## src/rtl/char_fsm_pkg.sv

```systemverilog
// Shared state encoding, ASCII constants and case-folding helper for the
// character sequence counter.
package char_fsm_pkg;

  typedef enum logic [1:0] {
    IDLE = 2'd0,
    RUN  = 2'd1,
    DONE = 2'd2
  } state_t;

  localparam logic [7:0] ASCII_HASH  = 8'h23;
  localparam logic [7:0] ASCII_QUERY = 8'h3F;
  localparam logic [7:0] ASCII_LC_A  = 8'h61;
  localparam logic [7:0] ASCII_LC_Z  = 8'h7A;
  localparam logic [7:0] ASCII_CASE  = 8'h20;

  // Width-agnostic up to 32 bits; callers size-cast to their character width.
  function automatic logic [31:0] fold_upper(input logic [31:0] c, input logic nocase);
    logic [31:0] r;
    r = c;
    if (nocase && (c >= 32'(ASCII_LC_A)) && (c <= 32'(ASCII_LC_Z)))
      r = c - 32'(ASCII_CASE);
    return r;
  endfunction

endpackage

```

## src/rtl/char_seq_counter_window.sv

```systemverilog
// Sliding character window: newest character enters at the LSB end, with a
// saturating fill count of valid characters held.
module char_window
  import char_fsm_pkg::*;
#(
  parameter int CHAR_W  = 8,
  parameter int PAT_LEN = 4
) (
  input  logic                           clk,
  input  logic                           shift,
  input  logic                           clear,
  input  logic [CHAR_W-1:0]              din,
  output logic [PAT_LEN*CHAR_W-1:0]      window,
  output logic [$clog2(PAT_LEN+1)-1:0]   fill,
  output logic                           full
);

  localparam int FILL_W = $clog2(PAT_LEN + 1);

  logic [PAT_LEN*CHAR_W-1:0] r_win;
  logic [FILL_W-1:0]         r_fill;

  always_ff @(posedge clk) begin
    if (clear) begin
      r_win  <= '0;
      r_fill <= '0;
    end else if (shift) begin
      r_win <= (PAT_LEN*CHAR_W)'({r_win, din});
      if (r_fill != FILL_W'(PAT_LEN))
        r_fill <= r_fill + FILL_W'(1);
    end
  end

  assign window = r_win;
  assign fill   = r_fill;
  assign full   = (r_fill == FILL_W'(PAT_LEN));

endmodule

```

## src/rtl/char_seq_counter.sv

```systemverilog
// Framed pattern counter: counts PATTERN occurrences between START_CHAR and
// END_CHAR with optional overlap, case folding and saturating count.
module char_seq_counter
  import char_fsm_pkg::*;
#(
  parameter int                           CHAR_W     = 8,
  parameter int                           PAT_LEN    = 4,
  parameter logic [PAT_LEN*CHAR_W-1:0]    PATTERN    = "BUAA",
  parameter int                           CNT_W      = 8,
  parameter int                           OVERLAP    = 1,
  parameter logic [CHAR_W-1:0]            START_CHAR = "#",
  parameter logic [CHAR_W-1:0]            END_CHAR   = "?"
) (
  input  logic              clk,
  input  logic              reset,
  input  logic [CHAR_W-1:0] in,
  input  logic              in_valid,
  input  logic              nocase,
  output logic [CNT_W-1:0]  cnt,
  output logic              match,
  output logic              busy,
  output logic              done,
  output logic              overflow
);

  localparam int FILL_W = $clog2(PAT_LEN + 1);

  for (genvar g = 0; g < PAT_LEN; g++) begin : g_pat_check
    if ((PATTERN[g*CHAR_W +: CHAR_W] == START_CHAR) ||
        (PATTERN[g*CHAR_W +: CHAR_W] == END_CHAR)) begin : g_bad
      $error("char_seq_counter: PATTERN contains a frame delimiter");
    end
  end

  state_t                    r_state, w_state_next;
  logic [CNT_W-1:0]          r_cnt;
  logic                      r_match, r_ovf;
  logic                      w_start, w_end, w_shift, w_hit, w_eq, w_full_next;
  logic                      w_win_clear, w_full;
  logic [PAT_LEN*CHAR_W-1:0] w_window, w_next_win;
  logic [FILL_W-1:0]         w_fill;

  char_window #(
    .CHAR_W (CHAR_W),
    .PAT_LEN(PAT_LEN)
  ) u_window (
    .clk   (clk),
    .shift (w_shift),
    .clear (w_win_clear),
    .din   (in),
    .window(w_window),
    .fill  (w_fill),
    .full  (w_full)
  );

  always_ff @(posedge clk) begin
    if (reset) r_state <= IDLE;
    else       r_state <= w_state_next;
  end

  always_comb begin
    w_state_next = r_state;
    w_start      = 1'b0;
    w_end        = 1'b0;
    w_shift      = 1'b0;
    if (in_valid) begin
      unique case (r_state)
        IDLE, DONE: begin
          if (in == START_CHAR) begin
            w_state_next = RUN;
            w_start      = 1'b1;
          end
        end
        RUN: begin
          if (in == START_CHAR) begin
            w_start = 1'b1;
          end else if (in == END_CHAR) begin
            w_state_next = DONE;
            w_end        = 1'b1;
          end else begin
            w_shift = 1'b1;
          end
        end
        default: w_state_next = IDLE;
      endcase
    end
  end

  // Compare against the window as it will be after this character shifts in,
  // so the match registers on the same edge the final character is sampled.
  assign w_next_win  = (PAT_LEN*CHAR_W)'({w_window, in});
  assign w_full_next = w_full || (w_fill == FILL_W'(PAT_LEN - 1));

  always_comb begin
    w_eq = 1'b1;
    for (int unsigned i = 0; i < PAT_LEN; i++) begin
      if (CHAR_W'(fold_upper(32'(w_next_win[i*CHAR_W +: CHAR_W]), nocase)) !=
          CHAR_W'(fold_upper(32'(PATTERN[i*CHAR_W +: CHAR_W]), nocase)))
        w_eq = 1'b0;
    end
  end

  always_comb begin
    w_hit       = w_shift && w_full_next && w_eq;
    w_win_clear = reset || w_start || w_end || (w_hit && (OVERLAP == 0));
  end

  always_ff @(posedge clk) begin
    if (reset) begin
      r_cnt   <= '0;
      r_match <= 1'b0;
      r_ovf   <= 1'b0;
    end else begin
      r_match <= w_hit;
      if (w_start) begin
        r_cnt <= '0;
        r_ovf <= 1'b0;
      end else if (w_hit) begin
        if (r_cnt == '1) r_ovf <= 1'b1;
        else             r_cnt <= r_cnt + CNT_W'(1);
      end
    end
  end

  assign cnt      = r_cnt;
  assign match    = r_match;
  assign overflow = r_ovf;
  assign busy     = (r_state == RUN);
  assign done     = (r_state == DONE);

endmodule

```

## config.mk

```make
export PLATFORM = sky130hd
export DESIGN_NAME = char_seq_counter
export DESIGN_NICKNAME = d
export VERILOG_FILES = /design/src/rtl/char_fsm_pkg.sv /design/src/rtl/char_seq_counter_window.sv /design/src/rtl/char_seq_counter.sv
export SDC_FILE = /design/constraint.sdc
export NUM_CORES = 1
export LEC_CHECK = 0
export CORE_UTILIZATION = 50
export CTS_BUF_LIST = sky130_fd_sc_hd__clkbuf_4 sky130_fd_sc_hd__clkbuf_8 sky130_fd_sc_hd__clkbuf_16
export DETAILED_ROUTE_END_ITERATION = 8
export GPL_TIMING_DRIVEN = 0
export PLACE_DENSITY = 0.72
export SYNTH_ARGS = -nofsm -noshare
export SYNTH_HDL_FRONTEND = slang
export SYNTH_HIERARCHICAL = 1
export SYNTH_SLANG_ARGS = --single-unit
```

## constraint.sdc

```tcl
create_clock -name clk -period 4.7 [get_ports clk]
set_input_delay 0.94 -clock clk [delete_from_list [all_inputs] [get_ports clk]]
set_output_delay 0.94 -clock clk [all_outputs]
set_load 0.02 [all_outputs]
```

======== Yosys cells after proc, flatten, opt, wreduce, memory -nomap -nowiden ========
Index checks and enable logic that the tools add are counted.
operators by class
  add/sub/neg operators ................... 6
  mux-type cells .......................... 23
  $lt $le $gt $ge ......................... 8
  bitwise logic cells ..................... 1
  reduce and logical (&&, ||, !) cells .... 21
  equality and inequality tests ........... 15
operator list
  cell                 number
  $ge 8x7->1 const B   4
  $le 8x7->1 const B   4
  $mux 8               4
  $ne 8x7->1 const B   4
  $sub 8x6->8 const B  4
  $eq 8x6->1 const B   2
  $mux 1               15
  $logic_and 1x1->1    10
  $add 8x1->8 const B  1
  $eq 8x8->1 const B   1
  $mux 2               3
  $reduce_and 2->1     3
  $ne 2x2->1 const B   2
  $pmux 2 s2           1
  $reduce_and 4->1     1
  $reduce_or 2->1      2
  $add 3x1->3 const B  1
  $eq 3x2->1 const B   1
  $eq 3x3->1 const B   1
  $logic_or 1x1->1     3
  $ne 3x3->1 const B   1
  $reduce_or 3->1      1
  $eq 2x1->1 const B   1
  $eq 2x2->1 const B   1
  3 further kinds      3
word-level totals
  register bits ........................... 39

======== Logic depth before layout (Yosys ltp) ========
Gate-level depths: netlist (run 1).
  depth in word-level cells ............... 11
  mapped depth ............................ 8
  gate-level depth less buffers ........... 7

======== Cells and area by module ========
The synthesis (run 1) kept the hierarchy.
modules (own cells, without submodules)
  module            area an instance (µm²)  instances  cells an instance
  char_window       1,328.8                 1          122
  char_seq_counter  979.7                   1          124

======== Worst setup path after synthesis (run 1) ========
OpenSTA, ideal clock, no wires.
  path type ............................... in2reg
  start point ............................. input in[3]
  end point ............................... register u_window.r_win[10], in the netlist u_window/window[10]
  setup time .............................. 0.128 ns
  arrival time ............................ 2.689 ns
  slack ................................... 1.883 ns
  required time ........................... 4.572 ns
  stages .................................. 8
  cells stage by stage .................... or4b_4 > nor3_2 > a31oi_1 > buf_2 > nand2_1 > buf_2 > buf_1 > nor2_1
on the way
  cells in the longest elaborated chain, start to end .. 6
  elaborated cells between the ends (all ways) .. 15
  those cells by class .................... 2 x eq/ne; 11 x mux; 2 x reduce/logical
RTL lines
  element                                            RTL line                                                                text
  start, declared                                    char_seq_counter.sv:16                                                  input logic [CHAR_W-1:0] in,
  $eq 8x6->1 (on tied branches)                      char_seq_counter.sv:77, char_seq_counter.sv:69, char_seq_counter.sv:75
  $mux 1 (on tied branches)                          char_seq_counter.sv:77, char_seq_counter.sv:69, char_seq_counter.sv:75
  $mux 1 (on tied branches)                          -
  $mux 1 (on tied branches)                          char_seq_counter.sv:67, char_seq_counter.sv:66
  $mux 1 / $logic_or 1x1->1 (equally long branches)  char_seq_counter.sv:66, char_seq_counter.sv:105
  $logic_or 1x1->1 (*)                               char_seq_counter.sv:105                                                 w_win_clear = reset || w_start || w_end || (w_hit && (OVERLAP == 0));
  via w_win_clear                                    char_seq_counter.sv:39                                                  logic w_win_clear, w_full;
  end signal, assigned                               char_seq_counter_window.sv:28                                           r_win <= (PAT_LEN*CHAR_W)'({r_win, din});
  end, declared                                      char_seq_counter_window.sv:20                                           logic [PAT_LEN*CHAR_W-1:0] r_win;
Mark *: on every way through the listed nets, which the timed path passes. The rest lies on a longest branch.
A chain may end at the register's enable or synchronous reset.

======== Worst setup path in the final report (run 1) ========
  start point ............................. input in[3]
  end point ............................... register u_window.r_win[7], in the netlist u_window/window[7]
Same word-level chain as after synthesis.

==> impl_metrics.toml, run 1 <==
[status]
status = "completed"

[clocking]
ctsLongestPathBuffers = 2
clk_pin_slew_ns = 0.07
cts_setup_buffers = 0
cts_tree = "built"
clock-sinks = 39
cts_hold_buffers = 0
clk_latency_ns = 0.29
htree_levels = 2
cts_root_buffer = "clkbuf_8"
postCtsResizedCells = 0
cts_buffers = 5

[global_routing]
grt_pass1_wl_um = 7210
gr-usage-all-layers = 0.221
antenna_found_initial = 0
grt_overflow = 0
grt_max_degree = 12
use_met2 = 0.321
grt_pass1_vias = 1549
grtUsageMet3 = 0.0621
gr-usage-met1 = 0.313
grt.busiest_layer = "met2"

[placement]
dpl.hpwl_um = 3160
numPortBuffers = 23
place_area_um2 = 2330
place_congestion = 0.834
post-place-ws_ns = 0.912
dp_cells = 293

[sta]
slew_headroom = 0.501
fin_worst_skew_ns = 0.00707
drv_slew = 0
period_needed_ns = 3.47
fmax_mhz = 288
rsz0062_at_grt = "false"
final-setup-viol-count = 0
hold_violations = 0
min_period_over_period = 0.738
setup_tns_ns = 0
tightest_slew_ns = 0.739
layout_setup_ws_ns = 1.23

[detailed_routing]
drt_iter0_markers = 71
final_antenna_net_count = 0
drtPass1Iterations = 4
vias_per_cell = 5.40
vias = 1625
wl_per_cell_um = 14.2
wirelength_um = 4260
drcViolationCount = 0

[setup_path]
crit_path_end_kind = "flip-flop"
critical_path_class = "input port to flip-flop"
cp-startpoint = "in[3]"
reg2reg_from = "u_window/window[14]"
reg2reg_slack_ns = 2.46
worst_r2r_path_depth = 8
required_ns = 4.86
crit_path_start_kind = "input port"
cp_max_fo = 10
reg2reg_to = "cnt[5]"
worstPathArrival_ns = 3.63

[hold_path]
whs_endpoint = "overflow"
whs_path_depth = 2
hp-class = "flip-flop to flip-flop"
worstHoldStart = "overflow"

[layout]
layout-drive-gt1-share = 0.103
ff_latch_area_um2 = 781
syn_to_final_growth_pct = 18.6
fillerInstances = 332
nNetsFinal = 271
n_antenna_cell = 0
final_area_um2 = 2420
finish.utilization = 0.641
stdcell_count = 301
multiInputGateArea_um2 = 1140

[die]
dieArea_um2 = 4340
rows = 22
core_um2 = 3770
ios = 24
die_h_um = 65.8
die_x_um = 65.8
start_util = 0.540

[power]
leakagePower_uw = 0.000864
ir_worst_vdd_v = 0.000219
power.density_nw_per_um2 = 244

[logic_synthesis]
syn_nets = 241
synth_area_um2 = 2040
syn_area_per_cell_um2 = 9.18
synthCells = 222
yosysWarnings = 6

[job]
cap_violations = 0
cell usage in the layout, fill, tap and decap left out, types with 3 or more instances in the layout:
cell / instances
dfxtp_1: 39
nand4_1: 8
clkbuf_8: 5
a31oi_1: 4
mux2i_1: 32
nor4bb_1: 4
buf_2: 3
inv_1: 11
clkdlybuf4s50_1: 23
nor4b_1: 3
buf_6: 4
nor2b_1: 4
nand3_1: 5
nand2_1: 17
nand2b_1: 8
a21oi_1: 3
nor2_1: 32
ha_1: 7
and3_1: 5
nor3b_1: 3
nor3_1: 5
worst max-delay path by stage:
stage                                endpoint  cells after the start
after CTS                  u_window/window[4]                      9
after detailed placement   u_window/window[7]                      9
after global routing      u_window/window[16]                      9
final                      u_window/window[7]                      9
after floorplan           u_window/window[10]                      8
after global placement     u_window/window[4]                      9
sequential cells by signal, indices dropped and copies added, names as in the netlist:
| signal | count |
|---|---|
| match | 1 |
| u_window/fill | 3 |
| u_window/window | 24 |
| overflow | 1 |
| cnt | 8 |
| r_state | 2 |
cell type report:
type                    instances  share of cell area
plain buffers                  10              0.0311
well taps                      48              0.0248
clock inverters                 1             0.00207
multi-input cells             162               0.472
clock buffers                   7              0.0347
inverters                      11              0.0171
flip-flops and latches         39               0.323
repair buffers                 23              0.0952
report_power, final:
group / total, uW / switching [uW] / internal (uW) / leakage, uW
registers: 330 / 0.0944 / 330 / 0.000314
logic: 29.5 / 15.6 / 13.9 / 0.000501
clock network: 229 / 114 / 116 / 0.0000491
critical path, stage by stage:
cell	delay [ns]
clkdlybuf4s50_1	0.46
or4b_4	0.57
nor3_2	0.28
a31oi_1	0.30
buf_2	0.28
nand2_1	0.07
buf_2	0.19
buf_1	0.42
nor2_1	0.10
metrics by stage:
stage | power [uW] | hold slack [ns]
finish | 589 | 0.492
global route | 613 | 0.514
CTS | 594 | 0.486
detailed placement | 368 | 0.471
global placement | 368 | 0.460
floorplan | 350 | 0.457
layer usage:
| metal | vias to the layer above | share of wire | routed length, um |
|---|---|---|---|
| met1 | 740 | 0.51 | 2180 |
| li1 | 841 | - | - |
| met4 | 0 | 0.013 | 54 |
| met3 | 5 | 0.056 | 238 |
| met5 | - | 0 | 0 |
| met2 | 39 | 0.42 | 1790 |
Power figures use the tool's default switching activity.
==> run 2, diff against run 1 <==
- clock period: 4.7 -> 3.2 ns (I/O delays scaled with it)
==> run 2 against run 1 <==
Combinational power grew 48%. Count of clock-buffer cells in the layout is the same. Sequential cell count is the same. Largest cell class unchanged. Clock power grew 47%. Sequential power grew 47%. Critical endpoint unchanged. Hold slack lost 0.0040 ns. Largest power group unchanged.
==> impl_metrics.toml, run 2 (same netlist as run 1, synthesis figures left out) <==
[setup_path]
reg2reg_to = "cnt[5]"
crit_path_end_kind = "flip-flop"
required_ns = 3.38
cp_max_fo = 10
worstPathArrival_ns = 3.17
crit_path_start_kind = "input port"
cp-startpoint = "in[2]"
critical_path_class = "input port to flip-flop"
worst_r2r_path_depth = 8
reg2reg_slack_ns = 0.96
reg2reg_from = "u_window/window[14]"

[die]
rows = 22
start_util = 0.540
core_um2 = 3770
ios = 24
die_x_um = 65.8
dieArea_um2 = 4340
die_h_um = 65.8

[layout]
final_area_um2 = 2420
layout_common_cells = "39 x dfxtp_1, 32 x nor2_1, 32 x mux2i_1"
largest_register_ffs = 24
syn_to_final_growth_pct = 18.7
layout-drive-gt1-share = 0.111
mostFrequentLayoutCell = "dfxtp_1"
n_antenna_cell = 0
stdcell_count = 301
nNetsFinal = 271

[clocking]
cts_setup_buffers = 0
cts_hold_buffers = 0
cts_root_buffer = "clkbuf_8"
htree_levels = 2
cts_buffers = 5
clock-sinks = 39
clk_latency_ns = 0.29
clk_pin_slew_ns = 0.07
ctsLongestPathBuffers = 2
cts_tree = "built"

[sta]
tightest_slew_ns = 0.738
period_needed_ns = 2.99
fin_worst_skew_ns = 0.00694
fmax_mhz = 334
min_period_over_period = 0.935
final-setup-viol-count = 0
rsz0062_at_grt = "false"
slew_headroom = 0.501
drv_slew = 0
hold_violations = 0

[hold_path]
worstHoldStart = "overflow"
hp-class = "flip-flop to flip-flop"
whs_path_depth = 2
whs_endpoint = "overflow"

[placement]
dpl.hpwl_um = 3160
numPortBuffers = 23
dp_cells = 293
place_area_um2 = 2330
place_congestion = 0.834

[global_routing]
grt_pass1_wl_um = 7210
grt_max_degree = 12
gr-usage-all-layers = 0.221
grt_overflow = 0
antenna_found_initial = 0
grt_pass1_vias = 1549

[status]
status = "completed"

[detailed_routing]
final_antenna_net_count = 0
drcViolationCount = 0
drt_iter0_markers = 68
wirelength_um = 4250
vias = 1617
vias_per_cell = 5.37
wl_per_cell_um = 14.1
drtPass1Iterations = 4

[power]
seq_power_share = 0.560
pwr-share-comb = 0.051
power.density_nw_per_um2 = 358
switching_share = 0.220
leakagePower_uw = 0.000870
switchingPower_uw = 190
ir_worst_vdd_v = 0.000322
clkPwrFrac = 0.389
internal_power_uw = 676

[job]
cap_violations = 0
## run 2: cell types whose count changed in the layout (fill, tap and decap cells not counted), sizes merged
cell | previous run | this run
buf | 10 | 8
clkbuf | 7 | 9
## run 2: through the flow
step / util / setup WS, ns / TNS (ns) / power [uW] / hold slack [ns]
5_1_grt: 0.642 / 0.00267 / 0 / 901 / 0.514
4_1_cts: 0.641 / 0.0155 / 0 / 873 / 0.486
3_3_place_gp: 0.617 / -0.313 / -6.18 / 540 / 0.460
3_5_place_dp: 0.617 / -0.288 / -5.53 / 540 / 0.471
6_report: 0.642 / 0.209 / 0 / 866 / 0.488
2_1_floorplan: - / 0.694 / 0 / 514 / 0.457
## run 2: what timing repair did
action | 4_1_cts | 5_1_grt
endpoints found under the setup margin | 0 | 20
gates resized for setup | 0 | 2
hold endpoints to repair | 0 | 0
## run 2: layout make-up
cell class              count  area [um2]
plain buffers              10        77.6
clock buffers               7        83.8
clock inverters             1        5.00
fillers                   333        1350
inverters                  11        41.3
multi-input cells         162        1140
flip-flops and latches     39         781
well taps                  48        60.1
repair buffers             23         230
## run 2: worst max-delay path by stage
stage | end | cells after the start
2_1_floorplan | u_window/window[10] | 8
3_3_place_gp | u_window/window[4] | 9
3_5_place_dp | u_window/window[7] | 9
4_1_cts | u_window/window[4] | 9
5_1_grt | u_window/window[16] | 9
6_report | u_window/window[7] | 9
## run 2: critical path, stage by stage
cell             delay, ns
clkdlybuf4s50_1       0.48
or4b_4                0.56
nor3_2                0.28
a31oi_1               0.30
buf_2                 0.28
nand2_1               0.07
buf_2                 0.19
clkbuf_2              0.27
nor2_1                0.08
## run 2: per-layer routing
metal / GRT usage / part of all wire / vias up / routed length [um]
met5: 0 / 0 / - / 0
met3: 0.0621 / 0.047 / 5 / 201
met1: 0.313 / 0.52 / 742 / 2210
met4: 0.0652 / 0.013 / 0 / 54
li1: - / - / 842 / -
met2: 0.321 / 0.42 / 28 / 1790
## run 2: power groups by stage
| stage | clock network (uW) | registers (uW) | logic (uW) |
|---|---|---|---|
| 2_1_floorplan | 0 | 496 | 18.0 |
| 3_3_place_gp | 0 | 496 | 43.4 |
| 3_5_place_dp | 0 | 496 | 43.7 |
| 4_1_cts | 344 | 485 | 43.7 |
| 5_1_grt | 368 | 485 | 47.5 |
| 6_report | 337 | 485 | 43.7 |
